**config.mk**
```make
export PLATFORM = sky130hd
export DESIGN_NAME = btn_toggle_gen
export DESIGN_NICKNAME = d
export VERILOG_FILES = /design/src/rtl/btn_toggle_gen.sv
export SDC_FILE = /design/constraint.sdc
export NUM_CORES = 1
export LEC_CHECK = 0
export BUFFER_PORTS_ARGS = -buffer_cell sky130_fd_sc_hd__buf_2
export CAP_MARGIN = 20
export CORE_MARGIN = 2
export CORE_UTILIZATION = 53
export DETAILED_ROUTE_END_ITERATION = 16
export PLACE_DENSITY = 0.87
export SYNTH_ARGS = -nofsm -noshare
export SYNTH_HDL_FRONTEND = slang
export SYNTH_SLANG_ARGS = --single-unit
```
**constraint.sdc**
```tcl
create_clock -name clk -period 2 [get_ports clk]
set_input_delay 0.4 -clock clk [delete_from_list [all_inputs] [get_ports clk]]
set_output_delay 0.4 -clock clk [all_outputs]
set_load 0.03 [all_outputs]
```
**src/rtl/btn_toggle_gen.sv**
```systemverilog
// Button synchronizer, debouncer and toggle-pulse generator for the T flip-flop.
// Optional auto-repeat while held: define BTN_AUTO_REPEAT_EN.
module btn_toggle_gen #(
  parameter int DB_CYCLES     = 16,
  parameter int REPEAT_DELAY  = 64,
  parameter int REPEAT_PERIOD = 16
) (
  input  logic       clk,
  input  logic       reset,
  input  logic       btn_in,
  input  logic       enable,
  output logic       t_out,
  output logic       btn_state,
  output logic [7:0] press_count
);

  localparam int DW = $clog2(DB_CYCLES + 1);
  localparam logic [DW-1:0] DB_LAST = DW'(DB_CYCLES - 1);

  typedef enum logic [1:0] {
    IDLE,
    PRESS_CHK,
    HELD,
    RELEASE_CHK
  } state_t;

  state_t        state;
  logic          s1;
  logic          btn_s;
  logic [DW-1:0] db_cnt;

`ifdef BTN_AUTO_REPEAT_EN
  localparam int RMAX = (REPEAT_DELAY > REPEAT_PERIOD) ?
                        REPEAT_DELAY : REPEAT_PERIOD;
  localparam int RW = $clog2(RMAX + 1);
  localparam logic [RW-1:0] DLY_LAST = RW'(REPEAT_DELAY - 1);
  localparam logic [RW-1:0] PER_LAST = RW'(REPEAT_PERIOD - 1);

  logic [RW-1:0] rpt_cnt;
  logic          rpt_phase;
  logic [RW-1:0] rpt_lim;

  assign rpt_lim = rpt_phase ? PER_LAST : DLY_LAST;
`endif

  always_ff @(posedge clk) begin
    if (reset) begin
      s1          <= 1'b0;
      btn_s       <= 1'b0;
      state       <= IDLE;
      db_cnt      <= '0;
      t_out       <= 1'b0;
      btn_state   <= 1'b0;
      press_count <= 8'd0;
`ifdef BTN_AUTO_REPEAT_EN
      rpt_cnt     <= '0;
      rpt_phase   <= 1'b0;
`endif
    end else begin
      s1    <= btn_in;
      btn_s <= s1;
      t_out <= 1'b0;
      unique case (state)
        IDLE: begin
          if (btn_s) begin
            state  <= PRESS_CHK;
            db_cnt <= '0;
          end
        end
        PRESS_CHK: begin
          if (!btn_s) begin
            state <= IDLE;
          end else if (db_cnt == DB_LAST) begin
            state       <= HELD;
            btn_state   <= 1'b1;
            t_out       <= enable;
            press_count <= press_count + 8'(enable);
`ifdef BTN_AUTO_REPEAT_EN
            rpt_cnt     <= '0;
            rpt_phase   <= 1'b0;
`endif
          end else begin
            db_cnt <= db_cnt + 1'b1;
          end
        end
        HELD: begin
          if (!btn_s) begin
            state  <= RELEASE_CHK;
            db_cnt <= '0;
          end
`ifdef BTN_AUTO_REPEAT_EN
          // repeat timing pauses while a release is being qualified
          else if (rpt_cnt == rpt_lim) begin
            t_out       <= enable;
            press_count <= press_count + 8'(enable);
            rpt_phase   <= 1'b1;
            rpt_cnt     <= '0;
          end else begin
            rpt_cnt <= rpt_cnt + 1'b1;
          end
`endif
        end
        RELEASE_CHK: begin
          if (btn_s) begin
            state <= HELD;
          end else if (db_cnt == DB_LAST) begin
            state     <= IDLE;
            btn_state <= 1'b0;
          end else begin
            db_cnt <= db_cnt + 1'b1;
          end
        end
        default: state <= IDLE;
      endcase
    end
  end

endmodule

```
==> results of run 1 <==
## power by group
group          internal [mW]  switching, mW  total (mW)
combinational         0.0122         0.0191      0.0313
clock                 0.0780          0.125       0.203
sequential             0.384        0.00462       0.389
## critical path, stage by stage (launching register included)
cell      delay, ns
dfxtp_2        0.36
ha_1           0.18
and3_1         0.21
ha_2           0.21
nand4b_1       0.11
buf_4          0.18
nor4_2         0.28
mux2_2         0.36
## cells by family after synthesis
kind of cell	Yosys count	synth area share
buf+inv	7	0.0325
mux	3	0.0369
flops	19	0.449
xor+xnor	2	0.0207
compound gates	25	0.167
fa+ha+maj	5	0.0739
simple gates	33	0.220
## placed cells by master, fill, tap and decap left out, types with 2 or more instances in the layout
cell type and n:
dfxtp_1 17, buf_2 13, a21oi_1 12, o21ai_0 7
nand2_1 6, nand3_1 6, buf_4 5, inv_1 4
nor2_1 4, o31ai_1 4, ha_1 4, nor2b_1 3
or3_1 3, or4_1 3, clkbuf_4 3, nand4b_1 2
mux2i_1 2, dfxtp_2 2
## repair_timing
action	CTS	global route
endpoints found under the hold margin	0	0
pin swaps	0	1
setup buffers	1	4
hold buffers	0	0
gates cloned	0	0
gates resized for setup	1	5
setup endpoints to repair	1	5
## state kept, by name, indices dropped and copies added (netlist names), named ones only
register,cells
t_out,1
btn_state,1
s1,1
db_cnt,5
press_count,8
btn_s,1
state,1
## layout make-up
cell class	instances	area (µm²)	area share
well taps	16	20.0	0.0198
flip-flops and latches	19	383	0.379
repair buffers	19	114	0.113
multi-input cells	68	452	0.447
inverters	4	15.0	0.0149
clock buffers	4	26.3	0.0260
## worst max-delay path by stage
| stage | from | end | cells after the start |
|---|---|---|---|
| finish | db_cnt[0]$_SDFFE_PP0P_ | press_count[7]$_SDFFE_PP0P_ | 7 |
| global route | db_cnt[0]$_SDFFE_PP0P_ | press_count[7]$_SDFFE_PP0P_ | 7 |
| CTS | db_cnt[0]$_SDFFE_PP0P_ | press_count[7]$_SDFFE_PP0P_ | 6 |
| detailed placement | db_cnt[0]$_SDFFE_PP0P_ | press_count[7]$_SDFFE_PP0P_ | 6 |
| global placement | db_cnt[0]$_SDFFE_PP0P_ | press_count[7]$_SDFFE_PP0P_ | 6 |
| floorplan | db_cnt[0]$_SDFFE_PP0P_ | db_cnt[3]$_SDFFE_PP0P_ | 7 |
## routing by layer
metal  track usage  up-vias  part of all wire
li1              -      383                 -
met1         0.247      346              0.44
met2         0.315       15              0.50
met3        0.0250        5             0.036
met4         0.109        0             0.024
met5             0        -                 0
## metrics by stage
stage	setup TNS, ns	util	total power, mW
global placement	0	0.615	0.424
finish	0	0.670	0.623
floorplan	0	-	0.415
detailed placement	0	0.615	0.426
global route	-0.263	0.670	0.632
CTS	0	0.642	0.612
==> reports/qor.yml, run 1 <==
slew_headroom: 0.641
post_drt_wl_per_cell_um: 14.4
worstPathMaxFanout: 6
fin_nets: 124
design_area_um2: 1010
crit_path_end_kind: "flip-flop"
crit_type: "reg2reg"
layout-drive-gt1-share: 0.263
syn2layout_area_growth_pct: 19.2
hold_end: "s1$_SDFF_PP0_"
period_needed_ns: 1.99
dp_slack_ns: 0.0115
yosysSeqAreaShare: 0.449
ys_types: 26
startpoint_type: "flip-flop"
die_area_um2: 1930
viasPerCell: 5.76
p_leak_nw: 0.410
io_pins: 14
ys_seq_elements: 19
drc: 0
yosys_warnings: 0
routed_wl_um: 1870
antenna_found_initial: 0
clockBufferDepth: 2
grt_start_max_net_pins: 18
dpl.hpwl_um: 1170
clk_pin_slew_ns: 0.11
cts_root_buf: "clkbuf_4"
cts_tree: "done"
fin_crit_sh: 0.993
holdWs_ns: 0.292
first_iter_violations: 25
synth_top_area_frac: 0.449
core-area_um2: 1510
synth_area_leaders: "dfxtp_1 (45%), ha_1 (7.4%), a21oi_1 (7.1%), o21ai_0 (4.1%), nand3_1 (3.5%)"
grt_util_all_layers: 0.194
synth-edff-count: 0
vias: 749
placedCellCount: 121
synth_area_per_cell_um2: 9.01
start_util: 0.562
fillers: 112
status: "complete, no violations"
synthesis.area_um2: 847
cts_buffers: 3
min_path_type: "in2reg"
diodes: 0
synth.most_common_cell: "dfxtp_1"
grt_overflow_total: 0
r2r_cells: 7
htreeDepth: 1
drtPass1Iterations: 4
cp_data_arrival_time_ns: 2.19
worstMarginPinSlew_ns: 0.535
grt_pass1_vias: 663
maxCapViolCount: 0
synth_nets: 103
rows: 14
netlist_instances: 94
synthTopCellsByCount: "dfxtp_1 (19), a21oi_1 (12), o21ai_0 (7)"
ff2ff_setup_slack_ns: 0.01
ys.flop_type: "dfxtp_1"
clock-sinks: 19
hold_viol: 0
drv_slew: 0
setup_slack_ns: 0.0141
postRouteAntennaNets: 0
r2r-end: "press_count[7]$_SDFFE_PP0P_"
hp-start: "btn_in"
max_freq_ghz: 0.504
die_w_um: 44.0
hold-path-cell-count: 2
reg2reg_from: "db_cnt[0]$_SDFFE_PP0P_"
power_density_nw_per_um2: 617
place_area_um2: 927
synth-async-reset-ratio: 0
max-vdd-ir-drop_mv: 0.446
stdcell_count: 130
setup_viol: 0
grt_pass1_wl_um: 2780
place_congestion: 0.773
yosys.area.top_type: "dfxtp_1"
clock_latency_ns: 0.31
fin_skew_ns: 0.00266
die_h_um: 44.0
port_buffers: 13
cp.required_ns: 2.21
Power figures use the tool's default switching activity.
==> inputs of run 2 (changes only) <==
--- a/config.mk
+++ b/config.mk
@@ -6,10 +6,11 @@
 export NUM_CORES = 1
 export LEC_CHECK = 0
 export BUFFER_PORTS_ARGS = -buffer_cell sky130_fd_sc_hd__buf_2
-export CAP_MARGIN = 20
+export CAP_MARGIN = 5
 export CORE_MARGIN = 2
 export CORE_UTILIZATION = 53
 export DETAILED_ROUTE_END_ITERATION = 16
+export MAX_ROUTING_LAYER = met4
 export PLACE_DENSITY = 0.87
 export SYNTH_ARGS = -nofsm -noshare
 export SYNTH_HDL_FRONTEND = slang
==> reports/qor.yml, run 2 (synthesized netlist as in run 1, its figures left out) <==
status: "complete, no violations"
cp_slowest_cell: "dfxtp_2"
top_regs: "press_count x8, db_cnt x5"
fillers: 112  # unchanged
port_buffers: 13  # unchanged
drv_slew: 0  # unchanged
start_util: 0.562  # unchanged
fin_nets: 124  # unchanged
max-vdd-ir-drop_mv: 0.446  # about the same
die_w_um: 44.0  # unchanged
core-area_um2: 1510  # unchanged
hold_end: "s1$_SDFF_PP0_"
post_drt_wl_per_cell_um: 14.4  # +0.16%
ctsHoldBuffers: 0  # unchanged
setup_viol: 0  # unchanged
layout-drive-gt1-share: 0.263  # unchanged
grt_pass1_vias: 663  # unchanged
hold_viol: 0  # unchanged
slowest_delay_ns: 0.36  # about the same
min_path_type: "in2reg"
clk_pin_slew_ns: 0.11  # about the same
place_congestion: 0.783  # +1.3%
power_density_nw_per_um2: 615  # -0.32%
dp_slack_ns: 0.0115  # unchanged
drc: 0  # unchanged
period_needed_ns: 1.99  # +0.00210 ns
crit_path_end_kind: "flip-flop"
maxCapViolCount: 0  # unchanged
diodes: 0  # unchanged
routed_wl_um: 1870  # +0.16%
drtPass1Iterations: 4  # unchanged
htreeDepth: 1  # unchanged
critPathLaunch: "db_cnt[0]$_SDFFE_PP0P_"
postRouteAntennaNets: 0  # unchanged
max_freq_ghz: 0.503  # -0.11%
die_h_um: 44.0  # unchanged
cp.required_ns: 2.21  # about the same
vias: 756  # +0.93%
hp-start: "btn_in"
rows: 14  # unchanged
startpoint_type: "flip-flop"
path_cells: "ha_1 > and3_1 > ha_2 > nand4b_1 > buf_4 > nor4_2 > mux2_2"
syn2layout_area_growth_pct: 19.2  # unchanged
path_delay_family: "simple AND/OR/NAND/NOR gates"
die_area_um2: 1930  # unchanged
reg2reg_from: "db_cnt[0]$_SDFFE_PP0P_"
grt_overflow_total: 0  # unchanged
path_buf_inv: 1  # unchanged
cp_data_arrival_time_ns: 2.20  # about the same
setup_slack_ns: 0.0120  # -0.00210 ns
hold-path-cell-count: 2  # unchanged
clock-sinks: 19  # unchanged
crit_type: "reg2reg"
p_leak_nw: 0.410  # unchanged
grt_pass1_wl_um: 2780  # unchanged
slew_headroom: 0.644  # +0.00247
viasPerCell: 5.82  # +0.93%
clock_latency_ns: 0.31  # about the same
fin_skew_ns: 0.000611  # -0.00205 ns
dpl.hpwl_um: 1170  # unchanged
ff2ff_setup_slack_ns: 0.01  # about the same
ff_latch_area_um2: 383  # unchanged
cts_tree: "done"
grt_start_max_net_pins: 18  # unchanged
post-route-util: 0.670  # unchanged
r2r-end: "press_count[7]$_SDFFE_PP0P_"
r2r_cells: 7  # unchanged
first_iter_violations: 25  # unchanged
antenna_found_initial: 0  # unchanged
top_register: "press_count"
fin_crit_sh: 0.994  # +0.00105
cts_buffers: 3  # unchanged
final_cell_mix: "dfxtp_1 (17), buf_2 (13), a21oi_1 (12), o21ai_0 (7)"
clockBufferDepth: 2  # unchanged
multiInputGateArea_um2: 452  # unchanged
io_pins: 14  # unchanged
fin_tns_setup_ns: 0  # unchanged
largest_reg_flops: 8  # unchanged
worstPathMaxFanout: 6  # unchanged
cts_root_buf: "clkbuf_4"
final_common_cell: "dfxtp_1"
grt_util_all_layers: 0.200  # +0.00601
worstMarginPinSlew_ns: 0.531  # -0.00368 ns
holdWs_ns: 0.295  # +0.00290 ns
run 2: per-stage QoR:
step                      instances  instance area [µm²]  power (mW)
final                           130                 1010       0.621
after CTS                       126                  967       0.612
after global placement          121                  927       0.424
after floorplan                  94                  847       0.415
after global routing            130                 1010       0.632
after detailed placement        121                  927       0.426
run 2: power by group:
group | total, mW | leakage (nW) | internal [mW] | switching [mW]
combinational | 0.0313 | 0.240 | 0.0122 | 0.0191
sequential | 0.389 | 0.155 | 0.384 | 0.00468
clock | 0.201 | 0.0150 | 0.0780 | 0.123
total | 0.621 | 0.410 | 0.474 | 0.146
run 2: timing repair:
action                     CTS  global route
pin swaps                    0             1
setup buffers                1             4
gates resized for setup      1             5
setup endpoints to repair    1             5
run 2: worst max path at each step:
stage / slack [ns] / cells past startpoint / end
global route: -0.09 / 7 / press_count[7]$_SDFFE_PP0P_
CTS: 0.001 / 6 / press_count[7]$_SDFFE_PP0P_
finish: 0.01 / 7 / press_count[7]$_SDFFE_PP0P_
global placement: 0.14 / 6 / press_count[7]$_SDFFE_PP0P_
floorplan: 0.18 / 7 / db_cnt[3]$_SDFFE_PP0P_
detailed placement: 0.01 / 6 / press_count[7]$_SDFFE_PP0P_
run 2: metal layers:
layer,track usage,up-vias,part of all wire
met3,0.0250,5,0.044
met2,0.315,19,0.49
met1,0.247,349,0.44
li1,-,383,-
met4,0.109,0,0.025
met5,-,-,0
run 2: area by class of cell:
class,count,share of cell area
flip-flops and latches,19,0.379
well taps,16,0.0198
clock buffers,4,0.0260
inverters,4,0.0149
repair buffers,19,0.113
multi-input cells,68,0.447
==> inputs of run 3 (changes only) <==
==> constraint.sdc (replaced) <==
create_clock -name clk -period 1.85 [get_ports clk]
set_input_delay 0.37 -clock clk [delete_from_list [all_inputs] [get_ports clk]]
set_output_delay 0.37 -clock clk [all_outputs]
set_load 0.03 [all_outputs]
==> reports/qor.yml, run 3 (synthesized netlist as in run 1, its figures left out) <==
maxCapViolCount: 0  # unchanged
p_leak_nw: 0.422  # +2.9%
start_util: 0.562  # unchanged
fin_nets: 126  # +1.6%
fin_skew_ns: 0.00611  # +0.00550 ns
hold_end: "s1$_SDFF_PP0_"
status: "finished, violations left"
reg2reg_from: "db_cnt[1]$_SDFFE_PP0P_"
grt_start_max_net_pins: 18  # unchanged
clock_latency_ns: 0.28  # -0.03 ns
clk_pin_slew_ns: 0.10  # about the same
vias: 775  # +2.5%
max-vdd-ir-drop_mv: 0.696  # +56%
hold-path-cell-count: 2  # unchanged
post-route-util: 0.715  # +0.0448
die_w_um: 44.0  # unchanged
worstMarginPinSlew_ns: 0.603  # +0.0724 ns
post_drt_wl_per_cell_um: 13.8  # -3.8%
drc: 0  # unchanged
antenna_found_initial: 0  # unchanged
drv_slew: 0  # unchanged
layout-drive-gt1-share: 0.345  # +0.0817
design_area_um2: 1080  # +6.7%
setup_viol: 1  # +1
ff2ff_setup_slack_ns: -0.03  # -0.04 ns
grt_pass1_vias: 752  # +13%
postRouteAntennaNets: 0  # unchanged
max_freq_ghz: 0.532  # +5.7%
cts_tree: "done"
setup_slack_ns: -0.0313  # -0.0433 ns
r2r-end: "press_count[5]$_SDFFE_PP0P_"
holdWs_ns: 0.296  # +0.000822 ns
crit_path_end_kind: "flip-flop"
syn2layout_area_growth_pct: 27.2
fin_tns_setup_ns: -0.0313  # -0.0313 ns
hold_viol: 0  # unchanged
die_area_um2: 1930  # unchanged
final_cell_mix: "dfxtp_1 (17), buf_2 (13), a21oi_1 (9), o21ai_0 (7), buf_4 (7)"
core-area_um2: 1510  # unchanged
slew_headroom: 0.595  # -0.0486
startpoint_type: "flip-flop"
r2r_cells: 7  # unchanged
routed_wl_um: 1830  # -2.3%
cts_buffers: 3  # unchanged
dpl.hpwl_um: 1260  # +7.9%
diodes: 0  # unchanged
min_path_type: "in2reg"
port_buffers: 13  # unchanged
clockBufferDepth: 2  # unchanged
top_register: "press_count"
crit_type: "reg2reg"
place_area_um2: 972  # +4.9%
htreeDepth: 1  # unchanged
worstPathMaxFanout: 3  # -3
cp_data_arrival_time_ns: 2.10  # -0.10 ns
grt_pass1_wl_um: 3080  # +11%
clock-sinks: 19  # unchanged
fin_crit_sh: 1.02  # +0.0229
io_pins: 14  # unchanged
final_common_cell: "dfxtp_1"
first_iter_violations: 8  # -68%
rsz0062_at_grt: "true"
grt_util_all_layers: 0.218  # +0.0177
largest_reg_flops: 8  # unchanged
drtPass1Iterations: 4  # unchanged
cts_root_buf: "clkbuf_4"
cp.required_ns: 2.07  # -0.14 ns
hp-start: "btn_in"
die_h_um: 44.0  # unchanged
viasPerCell: 5.87  # +0.96%
grt_overflow_total: 0  # unchanged
rows: 14  # unchanged
period_needed_ns: 1.88  # -0.107 ns
top_regs: "press_count x8, db_cnt x5"
violations: "negative setup slack"
power_density_nw_per_um2: 606  # -1.4%
place_congestion: 0.752  # -4.0%
[run 3: cell count changes in the layout (fill, tap and decap cells not counted), sizes merged]
cell / previous run / this run
buf: 19 / 21
[run 3: where the power goes]
group	internal (mW)	switching [mW]
clock network	0.0836	0.115
registers	0.415	0.00524
logic	0.0134	0.0208
[run 3: worst max-delay path, stage by stage (launching register included)]
cell and delay (ns):
dfxtp_2 0.37, ha_4 0.14, and3_4 0.19, ha_4 0.13, nand4b_1 0.17, buf_4 0.20, or4_4 0.48, a21oi_2 0.14
[run 3: area by class of cell]
cell class	instances	area, µm²
clock buffer	4	26.3
timing repair buffer	21	129
fill	108	429
sequential	19	383
tap	16	20.0
inverter	4	15.0
multi-input combinational	68	504
[run 3: what timing repair did]
item / CTS / global route
gates cloned: 0 / 0
buffers inserted: 0 / 1
resized for setup: 6 / 10
endpoints found under the setup margin: 4 / 6
pin swaps: 2 / 7
hold buffers: 0 / 0
[run 3: per-layer routing]
metal  global-route usage  routed length (µm)  vias to the layer above
met3               0.0625                  96                        0
met5                    -                   0                        -
met1                0.249                 823                      365
met2                0.356                 906                       22
li1                     -                   -                      388
met4               0.0848                   0                        0
[run 3: how the worst max path moves through the flow]
stage | slack (ns) | start | endpoint
after floorplan | 0.03 | db_cnt[0]$_SDFFE_PP0P_ | db_cnt[3]$_SDFFE_PP0P_
after global placement | -0.001 | db_cnt[0]$_SDFFE_PP0P_ | press_count[7]$_SDFFE_PP0P_
after detailed placement | -0.08 | db_cnt[1]$_SDFFE_PP0P_ | press_count[6]$_SDFFE_PP0P_
after CTS | -0.008 | db_cnt[0]$_SDFFE_PP0P_ | press_count[6]$_SDFFE_PP0P_
after global routing | -0.09 | db_cnt[1]$_SDFFE_PP0P_ | press_count[5]$_SDFFE_PP0P_
final | -0.03 | db_cnt[1]$_SDFFE_PP0P_ | press_count[5]$_SDFFE_PP0P_
[run 3: per-stage QoR]
stage	instances	total power, mW	setup slack, ns
floorplan	94	0.449	0.0267
global placement	127	0.460	-0.00146
detailed placement	127	0.462	-0.0765
CTS	131	0.658	-0.00843
global route	132	0.677	-0.0865
finish	132	0.653	-0.0313
